<file path="src/rtl/l3_pt_wave_search_pkg.sv">
// Shared widths, limits and FSM encoding for the level-3 P/T wave search.
package l3_pt_wave_search_pkg;

    localparam int L3_DW        = 17;   // signed cA width
    localparam int L3_PW        = 12;   // coefficient index width
    localparam int L3_N_COEF    = 100;  // valid coefficients 0..N_COEF-1
    localparam int L3_P_WIN     = 20;   // P search window length
    localparam int L3_T_WIN     = 40;   // T search window length
    localparam int L3_DEC_SHIFT = 3;    // log2 of level-3 decimation

    typedef enum logic [2:0] {
        ST_IDLE,
        ST_CHECK,
        ST_P_SCAN,
        ST_P_DRAIN,
        ST_T_SCAN,
        ST_T_DRAIN,
        ST_DONE
    } l3_state_e;

endpackage

</file>
<file path="src/rtl/l3_pt_wave_search_window_peak.sv">
// Generic lo..hi read-and-argmax scanner; one read per cycle, data returns
// one cycle later and is compared against the running signed maximum.
module l3_window_peak
    import l3_pt_wave_search_pkg::*;
#(
    parameter int DW = L3_DW,
    parameter int PW = L3_PW
) (
    input  logic                 clk,
    input  logic                 nReset,
    input  logic                 clr,
    input  logic                 start,
    input  logic [PW-1:0]        lo,
    input  logic [PW-1:0]        hi,
    output logic                 coef_rd,
    output logic [PW-1:0]        coef_addr,
    input  logic signed [DW-1:0] coef_data,
    output logic                 last_issue,
    output logic                 done,
    output logic [PW-1:0]        peak_pos,
    output logic signed [DW-1:0] peak_val
);

    logic [PW-1:0]        addr_q, addr_d;
    logic [PW-1:0]        hi_q, hi_d;
    logic [PW-1:0]        paddr_q, paddr_d;
    logic                 act_q, act_d;
    logic                 vld_q, vld_d;
    logic                 first_q, first_d;
    logic [PW-1:0]        max_pos_q, max_pos_d;
    logic signed [DW-1:0] max_val_q, max_val_d;

    // Address sequencing, read-return alignment and running argmax.
    always_comb begin
        addr_d    = addr_q;
        hi_d      = hi_q;
        act_d     = act_q;
        vld_d     = act_q;
        paddr_d   = addr_q;
        first_d   = first_q;
        max_pos_d = max_pos_q;
        max_val_d = max_val_q;

        // Strictly-greater replace keeps the earliest index on ties.
        if (vld_q) begin
            if (first_q || (coef_data > max_val_q)) begin
                max_val_d = coef_data;
                max_pos_d = paddr_q;
                first_d   = 1'b0;
            end
        end

        if (act_q) begin
            if (addr_q == hi_q) act_d = 1'b0;
            else                addr_d = addr_q + PW'(1);
        end

        if (start) begin
            addr_d  = lo;
            hi_d    = hi;
            act_d   = 1'b1;
            first_d = 1'b1;
        end

        if (clr) begin
            addr_d    = '0;
            hi_d      = '0;
            act_d     = 1'b0;
            vld_d     = 1'b0;
            paddr_d   = '0;
            first_d   = 1'b0;
            max_pos_d = '0;
            max_val_d = '0;
        end
    end

    // Scanner state registers.
    always_ff @(posedge clk or negedge nReset) begin
        if (!nReset) begin
            addr_q    <= '0;
            hi_q      <= '0;
            act_q     <= 1'b0;
            vld_q     <= 1'b0;
            paddr_q   <= '0;
            first_q   <= 1'b0;
            max_pos_q <= '0;
            max_val_q <= '0;
        end else begin
            addr_q    <= addr_d;
            hi_q      <= hi_d;
            act_q     <= act_d;
            vld_q     <= vld_d;
            paddr_q   <= paddr_d;
            first_q   <= first_d;
            max_pos_q <= max_pos_d;
            max_val_q <= max_val_d;
        end
    end

    assign coef_rd    = act_q;
    assign coef_addr  = addr_q;
    assign last_issue = act_q && (addr_q == hi_q);
    assign done       = vld_q && !act_q;
    // Post-compare values so the final sample is included in the drain cycle.
    assign peak_pos   = max_pos_d;
    assign peak_val   = max_val_d;

endmodule

</file>
<file path="src/rtl/l3_pt_wave_search.sv">
// P/T wave peak search over stored level-3 cA once QRS markers are final.
module l3_pt_wave_search
    import l3_pt_wave_search_pkg::*;
#(
    parameter int DW        = L3_DW,
    parameter int PW        = L3_PW,
    parameter int N_COEF    = L3_N_COEF,
    parameter int P_WIN     = L3_P_WIN,
    parameter int T_WIN     = L3_T_WIN,
    parameter int DEC_SHIFT = L3_DEC_SHIFT
) (
    input  logic                 clk,
    input  logic                 nReset,
    input  logic                 Enable,
    input  logic                 start,
    input  logic [PW-1:0]        q_begin,
    input  logic [PW-1:0]        s_end,
    input  logic                 q_valid,
    input  logic                 s_valid,
    output logic                 coef_rd,
    output logic [PW-1:0]        coef_addr,
    input  logic signed [DW-1:0] coef_data,
    output logic [PW-1:0]        p_pos,
    output logic signed [DW-1:0] p_val,
    output logic [PW-1:0]        t_pos,
    output logic signed [DW-1:0] t_val,
    output logic [15:0]          qrs_dur,
    output logic                 p_found,
    output logic                 t_found,
    output logic                 err,
    output logic                 busy,
    output logic                 done
);

    localparam logic [PW:0]   P_WIN_X  = (PW+1)'(P_WIN);
    localparam logic [PW:0]   T_WIN_X  = (PW+1)'(T_WIN);
    localparam logic [PW:0]   NC_M1_X  = (PW+1)'(N_COEF - 1);
    localparam logic [PW-1:0] NC_P     = PW'(N_COEF);
    localparam logic [PW-1:0] NC_M1_P  = PW'(N_COEF - 1);

    l3_state_e state_q, state_d;

    logic                 p_ne_q, p_ne_d;
    logic                 t_ne_q, t_ne_d;
    logic [PW-1:0]        t_lo_q, t_lo_d;
    logic [PW-1:0]        t_hi_q, t_hi_d;
    logic [PW-1:0]        p_pos_q, p_pos_d;
    logic signed [DW-1:0] p_val_q, p_val_d;
    logic [PW-1:0]        t_pos_q, t_pos_d;
    logic signed [DW-1:0] t_val_q, t_val_d;
    logic [15:0]          qrs_q, qrs_d;
    logic                 p_found_q, p_found_d;
    logic                 t_found_q, t_found_d;
    logic                 err_q, err_d;
    logic                 busy_q, busy_d;
    logic                 done_q, done_d;

    logic                 err_c, p_ne_c, t_ne_c;
    logic [PW:0]          qb_x, t_sum_x;
    logic [PW-1:0]        p_lo_c, p_hi_c, t_lo_c, t_hi_c, span_c;
    logic [15:0]          qrs_c;

    logic                 scan_start, scan_last, scan_done;
    logic [PW-1:0]        scan_lo, scan_hi, scan_pos;
    logic signed [DW-1:0] scan_val;

    // Marker validation and window bounds, widened so subtraction cannot wrap.
    always_comb begin
        qb_x    = {1'b0, q_begin};
        t_sum_x = {1'b0, s_end} + T_WIN_X;
        err_c   = !q_valid || !s_valid || (q_begin >= s_end) || (s_end >= NC_P);
        p_ne_c  = (q_begin != '0);
        t_ne_c  = (s_end != NC_M1_P);
        p_lo_c  = (qb_x >= P_WIN_X) ? PW'(qb_x - P_WIN_X) : '0;
        p_hi_c  = q_begin - PW'(1);
        t_lo_c  = s_end + PW'(1);
        t_hi_c  = (t_sum_x > NC_M1_X) ? NC_M1_P : PW'(t_sum_x);
        span_c  = s_end - q_begin;
        qrs_c   = 16'(span_c) << DEC_SHIFT;
    end

    // Sequencing of check, P scan, T scan and result capture.
    always_comb begin
        state_d    = state_q;
        p_ne_d     = p_ne_q;
        t_ne_d     = t_ne_q;
        t_lo_d     = t_lo_q;
        t_hi_d     = t_hi_q;
        p_pos_d    = p_pos_q;
        p_val_d    = p_val_q;
        t_pos_d    = t_pos_q;
        t_val_d    = t_val_q;
        qrs_d      = qrs_q;
        p_found_d  = p_found_q;
        t_found_d  = t_found_q;
        err_d      = err_q;
        busy_d     = busy_q;
        done_d     = done_q;
        scan_start = 1'b0;
        scan_lo    = p_lo_c;
        scan_hi    = p_hi_c;

        case (state_q)
            ST_IDLE, ST_DONE: begin
                if (start) begin
                    state_d   = ST_CHECK;
                    busy_d    = 1'b1;
                    done_d    = 1'b0;
                    err_d     = 1'b0;
                    p_found_d = 1'b0;
                    t_found_d = 1'b0;
                    p_pos_d   = '0;
                    p_val_d   = '0;
                    t_pos_d   = '0;
                    t_val_d   = '0;
                    qrs_d     = '0;
                end else if (state_q == ST_DONE) begin
                    done_d = 1'b1;
                    busy_d = 1'b0;
                end
            end
            ST_CHECK: begin
                if (err_c) begin
                    err_d   = 1'b1;
                    qrs_d   = '0;
                    state_d = ST_DONE;
                end else begin
                    qrs_d   = qrs_c;
                    p_ne_d  = p_ne_c;
                    t_ne_d  = t_ne_c;
                    t_lo_d  = t_lo_c;
                    t_hi_d  = t_hi_c;
                    // An empty window still spends its drain cycle, keeping
                    // total latency at 4 + Lp + Lt for every marker pair.
                    if (p_ne_c) begin
                        scan_start = 1'b1;
                        state_d    = ST_P_SCAN;
                    end else begin
                        state_d    = ST_P_DRAIN;
                    end
                end
            end
            ST_P_SCAN: begin
                if (scan_last) state_d = ST_P_DRAIN;
            end
            ST_P_DRAIN: begin
                if (p_ne_q && scan_done) begin
                    p_found_d = 1'b1;
                    p_pos_d   = scan_pos;
                    p_val_d   = scan_val;
                end
                scan_lo = t_lo_q;
                scan_hi = t_hi_q;
                if (t_ne_q) begin
                    scan_start = 1'b1;
                    state_d    = ST_T_SCAN;
                end else begin
                    state_d    = ST_T_DRAIN;
                end
            end
            ST_T_SCAN: begin
                if (scan_last) state_d = ST_T_DRAIN;
            end
            ST_T_DRAIN: begin
                if (t_ne_q && scan_done) begin
                    t_found_d = 1'b1;
                    t_pos_d   = scan_pos;
                    t_val_d   = scan_val;
                end
                state_d = ST_DONE;
            end
            default: state_d = ST_IDLE;
        endcase

        if (!Enable) begin
            state_d    = ST_IDLE;
            p_ne_d     = 1'b0;
            t_ne_d     = 1'b0;
            t_lo_d     = '0;
            t_hi_d     = '0;
            p_pos_d    = '0;
            p_val_d    = '0;
            t_pos_d    = '0;
            t_val_d    = '0;
            qrs_d      = '0;
            p_found_d  = 1'b0;
            t_found_d  = 1'b0;
            err_d      = 1'b0;
            busy_d     = 1'b0;
            done_d     = 1'b0;
            scan_start = 1'b0;
        end
    end

    // Control and result registers.
    always_ff @(posedge clk or negedge nReset) begin
        if (!nReset) begin
            state_q   <= ST_IDLE;
            p_ne_q    <= 1'b0;
            t_ne_q    <= 1'b0;
            t_lo_q    <= '0;
            t_hi_q    <= '0;
            p_pos_q   <= '0;
            p_val_q   <= '0;
            t_pos_q   <= '0;
            t_val_q   <= '0;
            qrs_q     <= '0;
            p_found_q <= 1'b0;
            t_found_q <= 1'b0;
            err_q     <= 1'b0;
            busy_q    <= 1'b0;
            done_q    <= 1'b0;
        end else begin
            state_q   <= state_d;
            p_ne_q    <= p_ne_d;
            t_ne_q    <= t_ne_d;
            t_lo_q    <= t_lo_d;
            t_hi_q    <= t_hi_d;
            p_pos_q   <= p_pos_d;
            p_val_q   <= p_val_d;
            t_pos_q   <= t_pos_d;
            t_val_q   <= t_val_d;
            qrs_q     <= qrs_d;
            p_found_q <= p_found_d;
            t_found_q <= t_found_d;
            err_q     <= err_d;
            busy_q    <= busy_d;
            done_q    <= done_d;
        end
    end

    l3_window_peak #(
        .DW (DW),
        .PW (PW)
    ) u_peak (
        .clk        (clk),
        .nReset     (nReset),
        .clr        (!Enable),
        .start      (scan_start),
        .lo         (scan_lo),
        .hi         (scan_hi),
        .coef_rd    (coef_rd),
        .coef_addr  (coef_addr),
        .coef_data  (coef_data),
        .last_issue (scan_last),
        .done       (scan_done),
        .peak_pos   (scan_pos),
        .peak_val   (scan_val)
    );

    assign p_pos   = p_pos_q;
    assign p_val   = p_val_q;
    assign t_pos   = t_pos_q;
    assign t_val   = t_val_q;
    assign qrs_dur = qrs_q;
    assign p_found = p_found_q;
    assign t_found = t_found_q;
    assign err     = err_q;
    assign busy    = busy_q;
    assign done    = done_q;

endmodule

</file>
<file path="config.mk">
export PLATFORM = sky130hd
export DESIGN_NAME = l3_pt_wave_search
export DESIGN_NICKNAME = d
export VERILOG_FILES = /design/src/rtl/l3_pt_wave_search_pkg.sv /design/src/rtl/l3_pt_wave_search_window_peak.sv /design/src/rtl/l3_pt_wave_search.sv
export SDC_FILE = /design/constraint.sdc
export NUM_CORES = 1
export LEC_CHECK = 0
export BUFFER_PORTS_ARGS = -buffer_cell sky130_fd_sc_hd__buf_2
export CORE_MARGIN = 2
export CORE_UTILIZATION = 60
export CTS_CLUSTER_DIAMETER = 60
export DETAILED_ROUTE_END_ITERATION = 10
export GPL_TIMING_DRIVEN = 0
export PLACE_DENSITY_LB_ADDON = 0.25
export REMOVE_ABC_BUFFERS = 1
export SETUP_SLACK_MARGIN = 0.3
export SYNTH_ARGS = -nofsm -noshare
export SYNTH_HDL_FRONTEND = slang
export SYNTH_HIERARCHICAL = 1
export SYNTH_SLANG_ARGS = --single-unit
</file>
<file path="constraint.sdc">
create_clock -name clk -period 7.5 [get_ports clk]
set_input_delay 0.75 -clock clk [delete_from_list [all_inputs] [get_ports clk]]
set_output_delay 0.75 -clock clk [all_outputs]
set_load 0.02 [all_outputs]
</file>
==> flow_summary.toml <==
[cts]
clkTransAtPathRegs_ns = 0.07
cts_hold_buffers = 0
cts_buffers = 17
cts_tree = "yes"
ctsHtreeMaxLevel = 4
cts_resized = 0
cts-root-to-sink-buffers = 2
cts.sinks = 172
postCtsSetupBuffers = 0
clock_latency_ns = 0.43
cts_root_buf = "clkbuf_16"

[setup_path]
cp_max_fo = 33
worstPathArrival_ns = 5.11
start_kind = "primary input"
required_ns = 7.80
worstSetupPathType = "primary input to flip-flop"
slowest_delay_ns = 0.96
cp_slowest_cell = "nor3_4"
crit_chain = "buf_2 > inv_1 > ha_1 > a21oi_1 > o21ai_1 > o2111ai_2 > nor3_4 > nand3_1 > o21ai_2 > clkinv_1 > nor2_1 > nand2_1 > o21ai_0 > a21oi_1 > a2111oi_1"
cpMostUsedCell = "a21oi_1"
end_kind = "flip-flop"

[yosys]
synth-seq-cells = 172
yosysMostFrequentCell = "dfrtp_1"
synth_edf_count = 0
ys_top_cells_by_count = "172 x dfrtp_1, 82 x nand2_1, 64 x nand2b_1"
syn_area_mm2 = 0.00917
synth_ff_type = "dfrtp_1"
synth_cell_type_count = 68
netlist_instances = 919
yosysTopAreaCell = "dfrtp_1"
synth_seq_area_share_pct = 46.9
synthArstFlopShare_pct = 100
synth.area.top_cells = "dfrtp_1 47%, a22o_1 5.5%, ha_1 5.3%"
syn_avg_cell_area_um2 = 9.98
yosysTopAreaCellShare_pct = 46.9
yosysWarnings = 6

[power_and_ir_drop]
combPwrFrac_pct = 15.4
p_sw_uw = 638
p_sw_share_pct = 28.1
pwr_density_cell_mw_per_mm2 = 212
peakVddDrop_v = 0.000151
p_int_uw = 1630
pwr-share-seq_pct = 42.4
p_leak_uw = 0.00525
pwr-share-clk_pct = 42.1

[floorplanning]
core_area_mm2 = 0.0151
start_util_pct = 60.8
placementRows = 45
die_area_mm2 = 0.0163
die_h_um = 128
num_io_pins = 139
die_x_um = 128

[layout]
fin_cells = 1230
nFillCells = 1142
nNetsFinal = 1116
final_core_util_pct = 71.0
antenna_cells = 0
synthToLayoutAreaGrowth_pct = 16.9
drive_above_1_share_pct = 19.1

[global_route]
antenna_found_initial = 0
grt-ovfl-total = 0
grt_max_degree = 118
grt_pass1_vias = 6938
grt_usage_pct = 26.8
grt_pass1_wl_um = 34900

[flow_run]
max_cap_violations = 0

[drt]
wl_met1_um = 9640
ant_nets = 0
routed.top_layer = "met4"
dr_wl_met3_um = 1190
wl_um = 21600
routedWlPerCell_um = 17.5
routed_via_density = 5.99
dr_wl_met2_um = 10300
drtIter0Drc = 640
first_pass_iters = 6
via_count = 7373
drc_errors = 0

[outcome]
outcome = "finished clean"

[sta]
fin_crit_ns = 4.81
timing.final.crit_share_pct = 64.2
slew_violations = 0
setup_tns_ns = 0
worst_pin_slew_ns = 1.23
final_hold_viol_count = 0
finClkSkew_ns = 0.00903
hold_slack_ns = 0.228
rsz0062_at_grt = "no"
relSlewSlack_pct = 17.5
max_freq_mhz = 208
setup_viol = 0

[placed_design]
dpl.hpwl_um = 14800
portBuffers = 134
globalplace.congestion = 0.920
place_inst = 1198

[worst_hold_path]
hp-class = "primary input to async pin"
power by group through the flow:
stage / Clock [uW] / Sequential (uW) / Combinational, uW
finish: 956 / 963 / 350
global route: 1000 / 965 / 386
CTS: 964 / 962 / 350
detailed placement: 0 / 980 / 346
global placement: 0 / 977 / 311
floorplan: 0 / 978 / 198
state kept, by name (all words and copies together), names as in the netlist, 3 cells and up:
name              count
p_val                17
t_val                17
u_peak/max_val_q     17
p_pos                12
qrs_dur              12
t_hi_q               12
t_lo_q               12
t_pos                12
u_peak/coef_addr     12
u_peak/hi_q          12
u_peak/max_pos_q     12
u_peak/paddr_q       12
state_q               3
stage by stage:
stage | cell area, um2 | total power [uW] | worst slack [ns]
2_1_floorplan | 8910 | 1180 | 2.06
3_3_place_gp | 9820 | 1290 | 0.491
3_5_place_dp | 10100 | 1330 | 2.40
4_1_cts | 10700 | 2280 | 2.77
5_1_grt | 10700 | 2350 | 2.36
6_report | 10700 | 2270 | 2.69
critical path, delay by kind of cell:
kind	cells	cell delay, ns
buf+inv	3	0.74
fa+ha+maj	1	0.43
compound gates	7	1.47
simple gates	4	1.71
routing by layer:
metal  vias up  track usage, %
met3        34            4.23
met4         0            8.79
met1      3596            37.4
li1       3452               -
met2       291            43.2
met5         -               0
kinds of logic after synthesis:
logic type | Yosys count | share of synthesized area, %
simple gates | 298 | 16.5
compound gates | 213 | 16.8
flops | 172 | 46.9
buf+inv | 103 | 4.82
xor+xnor | 49 | 4.68
mux | 43 | 4.71
fa+ha+maj | 40 | 5.54
other cells | 1 | 0.0409
placed cells by master (no fill, tap or decap), types with 4 or more instances in the layout:
cell type / instances
a211oi_1: 8
a211oi_2: 5
a21o_1: 9
a21oi_1: 32
a22o_1: 58
a31oi_1: 4
and3_1: 14
buf_2: 133
buf_6: 5
bufinv_16: 4
clkbuf_16: 17
conb_1: 4
dfrtp_1: 172
ha_1: 39
inv_1: 44
inv_8: 4
mux2i_1: 42
nand2_1: 82
nand2b_1: 64
nand3_1: 21
nand4_1: 14
nor2_1: 55
nor2b_1: 15
nor3_1: 8
nor4_1: 7
o211ai_1: 5
o21ai_0: 53
o21bai_1: 4
or3_1: 5
xnor2_1: 41
xor2_1: 8
final timing paths:
check | startpoint | end | slack, ns | depth (start not counted)
setup / recovery | q_begin[9] | u_peak/coef_addr[6] | 2.69 | 15
hold / removal | nReset | p_found | 0.23 | 1
setup reg to reg | state_q[0] | u_peak/coef_addr[6] | 3.16 | 11
hold reg to reg | p_found | p_found | 0.47 | 1
max in group asynchronous | nReset | qrs_dur[4] | 6.40 | 2
min in group clk | p_found | p_found | 0.47 | 1
area by class of cell:
class / count / area (um2) / share of cell area, %
multi-input combinational: 647 / 4500 / 41.9
sequential: 172 / 4300 / 40.2
timing repair buffer: 145 / 870 / 8.11
clock buffer: 18 / 429 / 4.00
tap: 188 / 235 / 2.19
clock inverter: 14 / 209 / 1.95
inverter: 46 / 175 / 1.63
Note: power is estimated with default switching activity, not from simulation.
